### src/rtl/jt12_slot_sched_if.sv
// Slot strobes, operator result and modulation operand bundle between the slot
// scheduler (master) and the operator/modulation-decoder side (slave).
interface jt12_slot_sched_if #(
    parameter int unsigned DW = 14
);
    logic signed [DW-1:0] op_result;
    logic                 xuse_prevprev1;
    logic                 xuse_prev2;
    logic                 xuse_internal;
    logic                 yuse_prev1;
    logic                 yuse_prev2;
    logic                 yuse_internal;
    logic                 s1_enters;
    logic                 s2_enters;
    logic                 s3_enters;
    logic                 s4_enters;
    logic [2:0]           cur_ch;
    logic                 zero;
    logic signed [DW-1:0] mod_x;
    logic signed [DW-1:0] mod_y;

    modport master (
        input  op_result, xuse_prevprev1, xuse_prev2, xuse_internal,
               yuse_prev1, yuse_prev2, yuse_internal,
        output s1_enters, s2_enters, s3_enters, s4_enters, cur_ch, zero, mod_x, mod_y
    );

    modport slave (
        output op_result, xuse_prevprev1, xuse_prev2, xuse_internal,
               yuse_prev1, yuse_prev2, yuse_internal,
        input  s1_enters, s2_enters, s3_enters, s4_enters, cur_ch, zero, mod_x, mod_y
    );
endinterface

### src/rtl/jt12_slot_sched.sv
// Operator slot scheduler: walks groups S1,S3,S2,S4 over NUM_CH channel slots, stores
// recent operator results per channel and returns the decoder-selected x/y operands.
module jt12_slot_sched #(
    parameter int unsigned NUM_CH = 6,
    parameter int unsigned OP_LAT = 4,
    parameter int unsigned DW     = 14
) (
    input  logic               clk,
    input  logic               rst,
    input  logic               clk_en,
    jt12_slot_sched_if.master  bus
);
    localparam int unsigned CW = $clog2(NUM_CH);

    // Encoded in issue order so the group advances by a plain increment.
    typedef enum logic [1:0] {
        G_S1 = 2'd0,
        G_S3 = 2'd1,
        G_S2 = 2'd2,
        G_S4 = 2'd3
    } grp_t;

    typedef struct packed {
        logic          valid;
        grp_t          grp;
        logic [CW-1:0] ch;
    } tag_t;

    grp_t                 grp;
    grp_t                 grp_nxt;
    logic [CW-1:0]        ch;
    logic [CW-1:0]        ch_nxt;
    tag_t [OP_LAT-1:0]    trk;
    tag_t [OP_LAT:0]      trk_shift;
    tag_t                 wr;
    logic signed [DW-1:0] s1_last  [NUM_CH];
    logic signed [DW-1:0] s1_older [NUM_CH];
    logic signed [DW-1:0] s2_last  [NUM_CH];
    logic signed [DW-1:0] s3_last  [NUM_CH];
    logic                 hit_s1;
    logic                 hit_s2;
    logic                 hit_s3;
    logic signed [DW-1:0] rd_s1_last;
    logic signed [DW-1:0] rd_s1_older;
    logic signed [DW-1:0] rd_s2;
    logic signed [DW-1:0] rd_s3;
    logic signed [DW-1:0] x_sel;
    logic signed [DW-1:0] y_sel;

    // Next slot, result tracker shift, and operand reads with write-through forwarding.
    always_comb begin
        ch_nxt  = ch + CW'(1);
        grp_nxt = grp;
        if (ch == CW'(NUM_CH - 1)) begin
            ch_nxt  = '0;
            grp_nxt = grp_t'(2'(grp + 2'd1));
        end

        trk_shift = {trk, tag_t'{valid: 1'b1, grp: grp, ch: ch}};
        wr        = trk[OP_LAT-1];

        hit_s1 = wr.valid && (wr.grp == G_S1) && (wr.ch == ch);
        hit_s2 = wr.valid && (wr.grp == G_S2) && (wr.ch == ch);
        hit_s3 = wr.valid && (wr.grp == G_S3) && (wr.ch == ch);

        rd_s1_last  = hit_s1 ? bus.op_result : s1_last[ch];
        rd_s1_older = hit_s1 ? s1_last[ch]   : s1_older[ch];
        rd_s2       = hit_s2 ? bus.op_result : s2_last[ch];
        rd_s3       = hit_s3 ? bus.op_result : s3_last[ch];

        x_sel = '0;
        if      (bus.xuse_prevprev1) x_sel = rd_s1_older;
        else if (bus.xuse_prev2)     x_sel = rd_s2;
        else if (bus.xuse_internal)  x_sel = rd_s3;

        y_sel = '0;
        if      (bus.yuse_prev1)     y_sel = rd_s1_last;
        else if (bus.yuse_prev2)     y_sel = rd_s2;
        else if (bus.yuse_internal)  y_sel = rd_s3;
    end

    always_ff @(posedge clk) begin
        if (rst) begin
            grp           <= G_S1;
            ch            <= '0;
            trk           <= '0;
            s1_last       <= '{default: '0};
            s1_older      <= '{default: '0};
            s2_last       <= '{default: '0};
            s3_last       <= '{default: '0};
            bus.s1_enters <= 1'b1;
            bus.s2_enters <= 1'b0;
            bus.s3_enters <= 1'b0;
            bus.s4_enters <= 1'b0;
            bus.cur_ch    <= '0;
            bus.zero      <= 1'b1;
            bus.mod_x     <= '0;
            bus.mod_y     <= '0;
        end else if (clk_en) begin
            grp           <= grp_nxt;
            ch            <= ch_nxt;
            trk           <= trk_shift[OP_LAT-1:0];
            bus.s1_enters <= (grp_nxt == G_S1);
            bus.s2_enters <= (grp_nxt == G_S2);
            bus.s3_enters <= (grp_nxt == G_S3);
            bus.s4_enters <= (grp_nxt == G_S4);
            bus.cur_ch    <= 3'(ch_nxt);
            bus.zero      <= (grp_nxt == G_S1) && (ch_nxt == '0);
            bus.mod_x     <= x_sel;
            bus.mod_y     <= y_sel;
            // S4 results feed nothing downstream of this block and are dropped.
            if (wr.valid) begin
                case (wr.grp)
                    G_S1: begin
                        s1_older[wr.ch] <= s1_last[wr.ch];
                        s1_last[wr.ch]  <= bus.op_result;
                    end
                    G_S2:    s2_last[wr.ch] <= bus.op_result;
                    G_S3:    s3_last[wr.ch] <= bus.op_result;
                    default: ;
                endcase
            end
        end
    end
endmodule

### src/flat_wrapper.sv
// flat-port wrapper written by rule: the top's interface ports become plain ports
module jt12_slot_sched_flat 
#(
    parameter int unsigned NUM_CH = 6,
    parameter int unsigned OP_LAT = 4,
    parameter int unsigned DW     = 14
)
  (clk, rst, clk_en, bus_op_result, bus_xuse_prevprev1, bus_xuse_prev2, bus_xuse_internal, bus_yuse_prev1, bus_yuse_prev2, bus_yuse_internal, bus_s1_enters, bus_s2_enters, bus_s3_enters, bus_s4_enters, bus_cur_ch, bus_zero, bus_mod_x, bus_mod_y);
  jt12_slot_sched_if #(.DW(DW)) bus_i ();
  input  logic clk;
  input  logic rst;
  input  logic clk_en;
  input wire logic [$bits(bus_i.op_result)-1:0] bus_op_result;
  input wire logic [$bits(bus_i.xuse_prevprev1)-1:0] bus_xuse_prevprev1;
  input wire logic [$bits(bus_i.xuse_prev2)-1:0] bus_xuse_prev2;
  input wire logic [$bits(bus_i.xuse_internal)-1:0] bus_xuse_internal;
  input wire logic [$bits(bus_i.yuse_prev1)-1:0] bus_yuse_prev1;
  input wire logic [$bits(bus_i.yuse_prev2)-1:0] bus_yuse_prev2;
  input wire logic [$bits(bus_i.yuse_internal)-1:0] bus_yuse_internal;
  output wire logic [$bits(bus_i.s1_enters)-1:0] bus_s1_enters;
  output wire logic [$bits(bus_i.s2_enters)-1:0] bus_s2_enters;
  output wire logic [$bits(bus_i.s3_enters)-1:0] bus_s3_enters;
  output wire logic [$bits(bus_i.s4_enters)-1:0] bus_s4_enters;
  output wire logic [$bits(bus_i.cur_ch)-1:0] bus_cur_ch;
  output wire logic [$bits(bus_i.zero)-1:0] bus_zero;
  output wire logic [$bits(bus_i.mod_x)-1:0] bus_mod_x;
  output wire logic [$bits(bus_i.mod_y)-1:0] bus_mod_y;
  assign bus_i.op_result = bus_op_result;
  assign bus_i.xuse_prevprev1 = bus_xuse_prevprev1;
  assign bus_i.xuse_prev2 = bus_xuse_prev2;
  assign bus_i.xuse_internal = bus_xuse_internal;
  assign bus_i.yuse_prev1 = bus_yuse_prev1;
  assign bus_i.yuse_prev2 = bus_yuse_prev2;
  assign bus_i.yuse_internal = bus_yuse_internal;
  assign bus_s1_enters = bus_i.s1_enters;
  assign bus_s2_enters = bus_i.s2_enters;
  assign bus_s3_enters = bus_i.s3_enters;
  assign bus_s4_enters = bus_i.s4_enters;
  assign bus_cur_ch = bus_i.cur_ch;
  assign bus_zero = bus_i.zero;
  assign bus_mod_x = bus_i.mod_x;
  assign bus_mod_y = bus_i.mod_y;
  jt12_slot_sched #(.NUM_CH(NUM_CH), .OP_LAT(OP_LAT), .DW(DW)) u_core (.clk(clk), .rst(rst), .clk_en(clk_en), .bus(bus_i));
endmodule
### config.mk
export PLATFORM = sky130hd
export DESIGN_NAME = jt12_slot_sched_flat
export DESIGN_NICKNAME = d
export VERILOG_FILES = /design/src/rtl/jt12_slot_sched_if.sv /design/src/rtl/jt12_slot_sched.sv /design/src/flat_wrapper.sv
export SDC_FILE = /design/constraint.sdc
export NUM_CORES = 1
export LEC_CHECK = 0
export BUFFER_PORTS_ARGS = -buffer_cell sky130_fd_sc_hd__buf_4
export CAP_MARGIN = 10
export CORE_MARGIN = 2
export CORE_UTILIZATION = 40
export DETAILED_ROUTE_END_ITERATION = 10
export PLACE_DENSITY = 0.62
export RECOVER_POWER = 100
export REMOVE_ABC_BUFFERS = 1
export SYNTH_ARGS = -nofsm -noshare
export SYNTH_HDL_FRONTEND = slang
export SYNTH_SLANG_ARGS = --single-unit
### constraint.sdc
create_clock -name clk -period 2.33 [get_ports clk]
set_input_delay 0.466 -clock clk [delete_from_list [all_inputs] [get_ports clk]]
set_output_delay 0.466 -clock clk [all_outputs]
set_load 0.1 [all_outputs]
# [Word-level counts from Yosys, hierarchy flattened]
# Cells that the tools add are included.
[word_totals] ff_bits=398 word_cells=106
[classes] add_sub_neg=2 magnitude_cmp=3 n_eq_ne=7 n_mux=33 bitwise_logic=2 n_reduce_logical=14
[op_table] op="bitwise mux 84 bit" count=4
[op_table] op="2-to-1 mux 14 bit" count=21
[op_table] op="binary-select mux 14 bit (select 3 bit)" count=5
[op_table] op="demux 14 bit (select 3 bit)" count=1
[op_table] op="AND reduction 3 bit" count=3
[op_table] op="greater-or-equal comparator 4 bit, second input constant" count=2
[op_table] op="logical AND 1 bit" count=8
[op_table] op="inverter 3 -> 4 bit" count=2
[op_table] op="== test 2 bit, second input constant" count=3
[op_table] op="== test 2 x 1 -> 1 bit, second input constant" count=2
[op_table] op="logical NOT 2 bit" count=2
[op_table] op="< comparator 4 x 1 -> 1 bit, second input constant" count=1
[op_table] op="adder 3 x 1 -> 3 bit, second input constant" count=1
[op_table] op="== test 3 bit" count=1
[op_table] op="== test 3 bit, second input constant" count=1
[op_table] op="logical NOT 3 bit" count=1
[op_table] op="2-to-1 mux 3 bit" count=1
[op_table] op="adder 2 x 1 -> 2 bit, second input constant" count=1
[op_table] op="2-to-1 mux 2 bit" count=1

# [Depth between registers and ports, before layout]
# Gate-level depths: netlist of the first run.
[logic_depth] word_depth=8 ltp_mapped=9

# [Worst setup path after synthesis of the first run]
# OpenSTA, ideal clock, no wires.
[synth_path] path_kind="reg2reg" startpoint="register u_core.ch[0]" endpoint="register u_core.bus.mod_x[2]" setup_time_ps=142 arrival_time_ps=2534 required_ps=2188 path_slack_ps=-346 path_stages_with_launch=9 period_less_slack_ps=2676 cell_sequence="dfxtp_1 -> buf_4 -> buf_4 -> buf_4 -> mux4_2 -> nand2_1 -> o211ai_1 -> a32oi_1 -> a221oi_1"
[synth_between] elab_chain_cells=8 elab_cells_between_ends=23
[synth_rtl] element="start: declaration" line="jt12_slot_sched.sv:31" source="logic [CW-1:0] ch;"
[synth_rtl] element="start signal: assignment" line="jt12_slot_sched.sv:101" source="ch <= ch_nxt;"
[synth_rtl] element="inverter 3 -> 4 bit (not written as such)" line="jt12_slot_sched.sv:67, jt12_slot_sched.sv:68, jt12_slot_sched.sv:69"
[synth_rtl] element="binary-select mux 14 bit (select 3 bit)" line="jt12_slot_sched.sv:69" source="rd_s3 = hit_s3 ? bus.op_result : s3_last[ch];"
[synth_rtl] element="2-to-1 mux 14 bit (not written as such) (2 in series)" line="jt12_slot_sched.sv:69"
[synth_rtl] element="2-to-1 mux 14 bit" line="jt12_slot_sched.sv:69"
[synth_rtl] element="2-to-1 mux 14 bit" line="jt12_slot_sched.sv:74" source="else if (bus.xuse_internal) x_sel = rd_s3;"
[synth_rtl] element="2-to-1 mux 14 bit" line="jt12_slot_sched.sv:73" source="else if (bus.xuse_prev2) x_sel = rd_s2;"
[synth_rtl] element="2-to-1 mux 14 bit (*)" line="jt12_slot_sched.sv:72" source="if (bus.xuse_prevprev1) x_sel = rd_s1_older;"
[synth_rtl] element="end signal: assignment" line="jt12_slot_sched.sv:109" source="bus.mod_x <= x_sel;"
[synth_rtl] element="end: declaration" line="jt12_slot_sched_if.sv:25" source="output s1_enters, s2_enters, s3_enters, s4_enters, cur_ch, zero, mod_x, mod_y"
# Mark *: on every way between the ends. The rest lies on a longest branch, timed or not. The select of a mux whose other input is x is not followed.
# A chain may end at the register's enable or synchronous reset.

# [Worst setup path after layout of the first run]
[layout_path] startpoint="register u_core.ch[1]" endpoint="register u_core.bus.mod_x[9]"
# The elaborated chain is that of the path after synthesis.

==> results of run 1 <==
-- sequential cells by signal, summed over array words and instances, names as in the netlist --
signal and flops:
u_core.s1_older 84, u_core.s1_last 84, u_core.s3_last 84, u_core.bus.mod_y 14, u_core.bus.zero 1, u_core.bus.s1_enters 1
u_core.bus.s4_enters 1, u_core.bus.s2_enters 1, u_core.ch 3, u_core.trk 24, u_core.bus.mod_x 14, u_core.s2_last 84
u_core.grp 2, u_core.bus.s3_enters 1
-- stage by stage --
| stage | hold WS, ns | setup TNS (ns) | cell area [um^2] | power, uW | setup WS (ns) |
|---|---|---|---|---|---|
| floorplan | 0.427 | -185.72 | 17300 | 7690 | -4.31 |
| global placement | 0.438 | -0.0442 | 19700 | 8240 | -0.0442 |
| detailed placement | 0.446 | -0.0718 | 19700 | 8250 | -0.0718 |
| CTS | 0.216 | 0 | 21200 | 15300 | 0.00638 |
| global route | 0.236 | 0 | 21100 | 15600 | 0.0355 |
| finish | 0.245 | 0 | 21100 | 15200 | 0.142 |
-- worst max-delay path, cell delays in order, from the launching register on --
cell and delay [ns]:
sky130_fd_sc_hd__dfxtp_4 0.40, sky130_fd_sc_hd__buf_12 0.13, sky130_fd_sc_hd__mux4_1 0.58, sky130_fd_sc_hd__o2bb2ai_1 0.24
sky130_fd_sc_hd__mux2_1 0.37, sky130_fd_sc_hd__a32oi_1 0.24, sky130_fd_sc_hd__a221oi_1 0.11
-- area by class of cell --
| class | instances | area (um^2) | share of cell area [%] |
|---|---|---|---|
| Multi-Input combinational cell | 1446 | 9350 | 44.3 |
| Antenna cell | 1 | 2.50 | 0.0119 |
| Inverter | 5 | 18.8 | 0.0890 |
| Tap cell | 600 | 751 | 3.56 |
| Sequential cell | 398 | 7980 | 37.8 |
| Clock buffer | 66 | 1310 | 6.19 |
| Clock inverter | 13 | 150 | 0.712 |
| Timing Repair Buffer | 186 | 1540 | 7.30 |
-- kinds of logic after synthesis --
family	share of synthesized area [%]
AO/OA/AOI/OAI	18.9
XOR/XNOR	0.371
buffers and inverters	5.07
flip-flops	43.8
multiplexers	16.8
AND/OR/NAND/NOR	15.1
-- cell usage in the layout (no fill, tap or decap), types with 15 or more instances in the layout --
| cell type | count |
|---|---|
| sky130_fd_sc_hd__a221oi_1 | 39 |
| sky130_fd_sc_hd__buf_12 | 22 |
| sky130_fd_sc_hd__o21bai_1 | 27 |
| sky130_fd_sc_hd__mux2i_1 | 176 |
| sky130_fd_sc_hd__buf_4 | 98 |
| sky130_fd_sc_hd__nor2_1 | 210 |
| sky130_fd_sc_hd__o21a_1 | 29 |
| sky130_fd_sc_hd__clkbuf_2 | 46 |
| sky130_fd_sc_hd__clkbuf_1 | 25 |
| sky130_fd_sc_hd__clkbuf_16 | 45 |
| sky130_fd_sc_hd__a21oi_1 | 189 |
| sky130_fd_sc_hd__a32oi_1 | 28 |
| sky130_fd_sc_hd__mux2_2 | 22 |
| sky130_fd_sc_hd__mux4_2 | 32 |
| sky130_fd_sc_hd__nand2_1 | 414 |
| sky130_fd_sc_hd__a22oi_1 | 29 |
| sky130_fd_sc_hd__a211oi_1 | 85 |
| sky130_fd_sc_hd__o21ai_0 | 29 |
| sky130_fd_sc_hd__o211ai_1 | 15 |
| sky130_fd_sc_hd__dfxtp_1 | 396 |
-- repair_timing --
action	4_1_cts	5_1_grt
buffers inserted	5	5
hold endpoints to repair	0	0
endpoints found under the setup margin	3	3
hold buffers	0	0
resized for setup	3	3
-- power groups by stage --
stage	clock network [uW]	registers (uW)	logic [uW]
after global placement	0	7070	1170
after CTS	7150	6910	1210
after floorplan	0	7370	317
final	7030	6910	1220
after detailed placement	0	7070	1180
after global routing	7440	6910	1270
-- per-layer routing --
layer	up-vias	global-route usage (%)	wire length [um]	share of wire, %
met5	-	0	0	0
met4	0	10.0	2210	3.7
met3	138	4.57	5060	8.5
met2	689	39.1	26900	45
met1	7715	33.7	25000	42
li1	7323	-	-	-
-- synth_stat cells, types with 15 or more instances --
| cell type | n | area share, % |
|---|---|---|
| sky130_fd_sc_hd__dfxtp_1 | 398 | 44 |
| sky130_fd_sc_hd__o21bai_1 | 27 | 1.1 |
| sky130_fd_sc_hd__a32oi_1 | 28 | 1.3 |
| sky130_fd_sc_hd__a211oi_1 | 85 | 3.5 |
| sky130_fd_sc_hd__nor2_1 | 209 | 4.3 |
| sky130_fd_sc_hd__a22oi_1 | 29 | 1.2 |
| sky130_fd_sc_hd__o211ai_1 | 15 | 0.62 |
| sky130_fd_sc_hd__a221oi_1 | 39 | 1.9 |
| sky130_fd_sc_hd__o21a_1 | 29 | 1.2 |
| sky130_fd_sc_hd__mux4_2 | 32 | 4.0 |
| sky130_fd_sc_hd__clkbuf_1 | 127 | 2.6 |
| sky130_fd_sc_hd__o21ai_0 | 29 | 0.80 |
| sky130_fd_sc_hd__mux2_2 | 27 | 1.7 |
| sky130_fd_sc_hd__mux2i_1 | 177 | 9.7 |
| sky130_fd_sc_hd__nand2_1 | 414 | 8.5 |
| sky130_fd_sc_hd__buf_4 | 16 | 0.66 |
| sky130_fd_sc_hd__a21oi_1 | 189 | 5.2 |
| sky130_fd_sc_hd__buf_2 | 45 | 1.2 |
-- worst paths after layout --
check | start | to | cells after the start
max | u_core.ch[1] | u_core.bus.mod_x[9] | 6
min | bus_op_result[7] | u_core.s1_last[77] | 3
max reg2reg | u_core.ch[1] | u_core.bus.mod_x[9] | 6
min reg2reg | u_core.s2_last[46] | u_core.s2_last[46] | 2
==> reports/qor.yml, run 1 <==
grt_first_pass_wirelength_um: 90800
largest_net_degree_at_the_start_of_global_routing: 91
track_usage_pct: 24.9
std_cell_rows: 78
timing.fmax_mhz: 457
power.switching_fraction_pct: 25.3
synth_edf_count: 0
cts_buffers: 44
avgSynthCellArea_um2: 8.89
seq_power_share_pct: 45.6
clock-skew-final_ns: 0.0188
intPower_uw: 11300
worstHoldPathType: "primary input to register"
crit_arrival_ns: 2.65
wl_um: 59200
clock_h_tree_levels: 2
pwr_density_cell_nw_per_um2: 719
netlist-cell-type-count: 53
ys.warnings.count: 0
synth_sequential_area_ratio_pct: 43.8
dominantRegCellSynth: "sky130_fd_sc_hd__dfxtp_1"
fin_crit_sh_pct: 93.9
max_transition_viols_final: 0
area_delta_synth_final_pct: 15.8
fin_cells: 2715
final_nets: 2104
numClockSinks: 398
share_comb_of_total_power_pct: 8.1
critical_path.startpoint_type: "register"
slack_of_the_worst_reg_to_reg_path_ns: 0.14
vdd_ir_drop_max_v: 0.000489
filler_cells_inserted: 4319
clock_tree_from_tritoncts: "done"
rsz0062_at_grt: "false"
drcViolationCount: 0
initial_utilization_pct: 40.3
outcome: "completed"
maxCapViolCount: 0
final.min_clock_period_ns: 2.19
timing.max_slew.rel_slack_pct: 48.4
power.switching_uw: 3830
antenna_found_initial: 1
die_y_um: 217
placeableCoreArea_um2: 45200
worst_setup_hold_path_clk_slew_ns: 0.06
timing.final.hold_violations: 0
clock_latency_reported_for_the_late_side_of_the_worst_skew_pair_ns: 0.59
syn-instance-count: 2048
die-width_um: 217
timing.setup.critical_path_class: "register to register"
clockBufferDepth: 3
peak_fanout_along_the_critical_path: 6
clockPowerShare_pct: 46.4
drt_iter0_drc: 1571
tightestPinTransition_ns: 0.774
dieArea_um2: 47200
worst-endpoint-required_ns: 2.79
post-route-util_pct: 46.7
firstDrtPassIters: 6
finalSetupViolations: 0
place.detailed.hpwl_um: 37700
power.static_leakage_uw: 0.00711
post-place-cells: 2625
post_route_cells_drive_above_1_share_pct: 14.9
ios: 59
ys_ff_latch: 398
clk_root_buffer_cell: "sky130_fd_sc_hd__clkbuf_16"
timing.critical_path.to_type: "register"
post_synth_instance_area_um2: 18200
num_vias: 15865
buffer_ports.inserted: 58
gp_congestion: 0.852
async_flop_share_pct: 0
drt.antenna.violating_nets: 0
post_drt_wl_per_cell_um: 21.8
gr_ovfl_total: 0
detail_routed_via_count_per_cell: 5.84
grt_pass1_vias: 15201
(Power assumes the default switching activity.)
==> run 2, diff against run 1 <==
SETUP_SLACK_MARGIN = 0.3   (was unset)
==> run 2 against run 1 <==
Effect of this change:
- design area grew 2.3%
- non-clock buffer count rose by 11
- largest power group unchanged
- power grew 0.67%
- highest routed layer unchanged
==> reports/qor.yml, run 2 (synthesized netlist as in run 1, its figures left out) <==
die-width_um: 217  # unchanged
detail_routed_via_count_per_cell: 5.87  # was 5.84
power.static_leakage_uw: 0.00727  # was 0.00711 uW
buffer_ports.inserted: 58  # unchanged
fin_crit_sh_pct: 96.1  # was 93.9%
clockPowerShare_pct: 46.2  # was 46.4%
post_route_cells_drive_above_1_share_pct: 17.9  # was 14.9%
peak_fanout_along_the_critical_path: 7  # was 6
commonest_non_fill_non_tap_cell_in_the_layout: "sky130_fd_sc_hd__nand2_1"  # unchanged
clockBufferDepth: 3  # unchanged
timing.setup.critical_path_class: "register to register"  # unchanged
timing.final.ws_setup_ns: 0.0920  # was 0.142 ns
most-common-layout-cells: "sky130_fd_sc_hd__nand2_1, sky130_fd_sc_hd__dfxtp_1, sky130_fd_sc_hd__nor2_1"  # unchanged
firstDrtPassIters: 6  # unchanged
slack_of_the_worst_reg_to_reg_path_ns: 0.09  # was 0.14 ns
gp_congestion: 0.852  # unchanged
clock_h_tree_levels: 2  # unchanged
final_nets: 2115  # was 2,104
critical_path.max_stage_delay_ns: 0.49  # was 0.58 ns
clock_latency_reported_for_the_late_side_of_the_worst_skew_pair_ns: 0.59  # about the same
maxCapViolCount: 0  # unchanged
place.detailed.hpwl_um: 37700  # unchanged
cts_buffers: 44  # unchanged
endpoint: "u_core.bus.mod_y[10]"  # was u_core.bus.mod_x[9]
ios: 59  # unchanged
std_cell_rows: 78  # unchanged
power.switching_uw: 3890  # was 3830 uW
worst-endpoint-required_ns: 2.80  # was 2.79 ns
initial_utilization_pct: 40.3  # unchanged
rr_startpoint: "u_core.ch[1]"  # unchanged
slowest_stage: "sky130_fd_sc_hd__mux4_2"  # was sky130_fd_sc_hd__mux4_1
post_drt_wl_per_cell_um: 22.6  # was 21.8 um
crit_path_start: "u_core.ch[1]"  # unchanged
timing.final.hold_violations: 0  # unchanged
worstHoldPathType: "primary input to register"  # unchanged
timing.critical_path.to_type: "register"  # unchanged
post-place-cells: 2625  # unchanged
finalSetupViolations: 0  # unchanged
intPower_uw: 11400  # was 11,300 uW
rr_endpoint: "u_core.bus.mod_y[10]"  # was u_core.bus.mod_x[9]
antenna_found_initial: 1  # unchanged
grt_first_pass_wirelength_um: 92000  # was 90,800 um
seq_power_share_pct: 45.3  # was 45.6%
timing.max_slew.rel_slack_pct: 48.0  # was 48.4%
filler_cells_inserted: 4270  # was 4,319
worst_setup_hold_path_clk_slew_ns: 0.06  # about the same
critical_path.cell_chain: "buf_12, buf_4, mux4_2, o2bb2ai_2, mux2_1, a32oi_1, a221oi_2"  # was buf_12, mux4_1, o2bb2ai_1, mux2_1, a32oi_1, a221oi_1
rsz0062_at_grt: "true"  # was false
num_vias: 16010  # was 15,865
timing.fmax_mhz: 447  # was 457 MHz
gr_ovfl_total: 0  # unchanged
clock-skew-final_ns: 0.0187  # was 0.0188 ns
final.min_clock_period_ns: 2.24  # was 2.19 ns
fin_cells: 2726  # was 2,715
dieArea_um2: 47200  # unchanged
area_delta_synth_final_pct: 18.5  # was 15.8%
die_y_um: 217  # unchanged
power.switching_fraction_pct: 25.5  # was 25.3%
numClockSinks: 398  # unchanged
track_usage_pct: 25.2  # was 24.9%
vdd_ir_drop_max_v: 0.000493  # was 0.000489 V
max_transition_viols_final: 0  # unchanged
critical_path.startpoint_type: "register"  # unchanged
tightestPinTransition_ns: 0.780  # was 0.774 ns
largest_net_degree_at_the_start_of_global_routing: 91  # unchanged
ff_latch_area_um2: 7980  # about the same
clock_tree_from_tritoncts: "done"  # unchanged
hold-worst-slack_ns: 0.243  # was 0.245 ns
share_comb_of_total_power_pct: 8.5  # was 8.1%
minimum_setup_slack_after_placement_ns: -0.0718  # unchanged
drt_iter0_drc: 1623  # was 1,571
drt.antenna.violating_nets: 0  # unchanged
grt_pass1_vias: 15256  # was 15,201
wl_um: 61600  # was 59,200 um
drcViolationCount: 0  # unchanged
outcome: "completed"  # unchanged
crit_arrival_ns: 2.70  # was 2.65 ns
reg2reg_path_depth: 7  # was 6
pwr_density_cell_nw_per_um2: 707  # was 719 nW/um^2
clk_root_buffer_cell: "sky130_fd_sc_hd__clkbuf_16"  # unchanged
footprint_of_the_multi_input_gates_um2: 9570  # was 9350 um^2
placeableCoreArea_um2: 45200  # unchanged
[run 2: critical path, delay by kind of cell (launching register included)]
family / cells / cell delay, ns
DFF: 1 / 0.40
muxes: 2 / 0.88
AOI/OAI and AO/OA: 3 / 0.56
buffers and inverters: 2 / 0.26
[run 2: metal layers]
| layer | GRT usage, % | wire length [um] |
|---|---|---|
| met5 | 0 | 0 |
| met3 | 4.60 | 5190 |
| met4 | 9.50 | 2130 |
| met1 | 34.2 | 25800 |
| met2 | 40.0 | 28400 |
[run 2: how the worst min path moves through the flow]
stage	from	end	slack, ns	cells after the start
6_report	bus_op_result[7]	u_core.s1_last[77]	0.24	3
4_1_cts	bus_op_result[12]	u_core.s2_last[54]	0.22	3
3_5_place_dp	u_core.s2_last[46]	u_core.s2_last[46]	0.45	2
5_1_grt	bus_op_result[12]	u_core.s2_last[40]	0.24	3
3_3_place_gp	u_core.s2_last[57]	u_core.s2_last[57]	0.44	2
2_1_floorplan	u_core.s2_last[42]	u_core.s2_last[42]	0.43	2
[run 2: layout make-up]
type / count / share of cell area, %
timing repair buffer: 197 / 8.34
antenna: 1 / 0.0116
inverter: 5 / 0.0870
clock buffer: 66 / 6.05
multi-input combinational: 1446 / 44.4
tap: 600 / 3.48
sequential: 398 / 37.0
clock inverter: 13 / 0.696
[run 2: repair_timing]
| action | 4_1_cts | 5_1_grt |
|---|---|---|
| gates resized for setup | 41 | 56 |
| hold buffers | 0 | 0 |
| setup endpoints to repair | 76 | 84 |
| cloned | 2 | 2 |
| pin swaps | 10 | 29 |
| setup buffers | 8 | 9 |
[run 2: power groups by stage]
stage	combinational, uW	sequential (uW)	clock, uW
2_1_floorplan	317	7370	0
3_3_place_gp	1170	7070	0
6_report	1300	6910	7050
3_5_place_dp	1180	7070	0
5_1_grt	1350	6910	7450
4_1_cts	1280	6910	7150
[run 2: metrics by stage]
step	util [%]	TNS, ns	power [uW]	area [um^2]
2_1_floorplan	-	-185.72	7690	17300
3_3_place_gp	43.6	-0.0442	8240	19700
3_5_place_dp	43.6	-0.0718	8250	19700
4_1_cts	47.6	0	15300	21500
5_1_grt	47.8	0	15700	21600
6_report	47.8	0	15300	21600
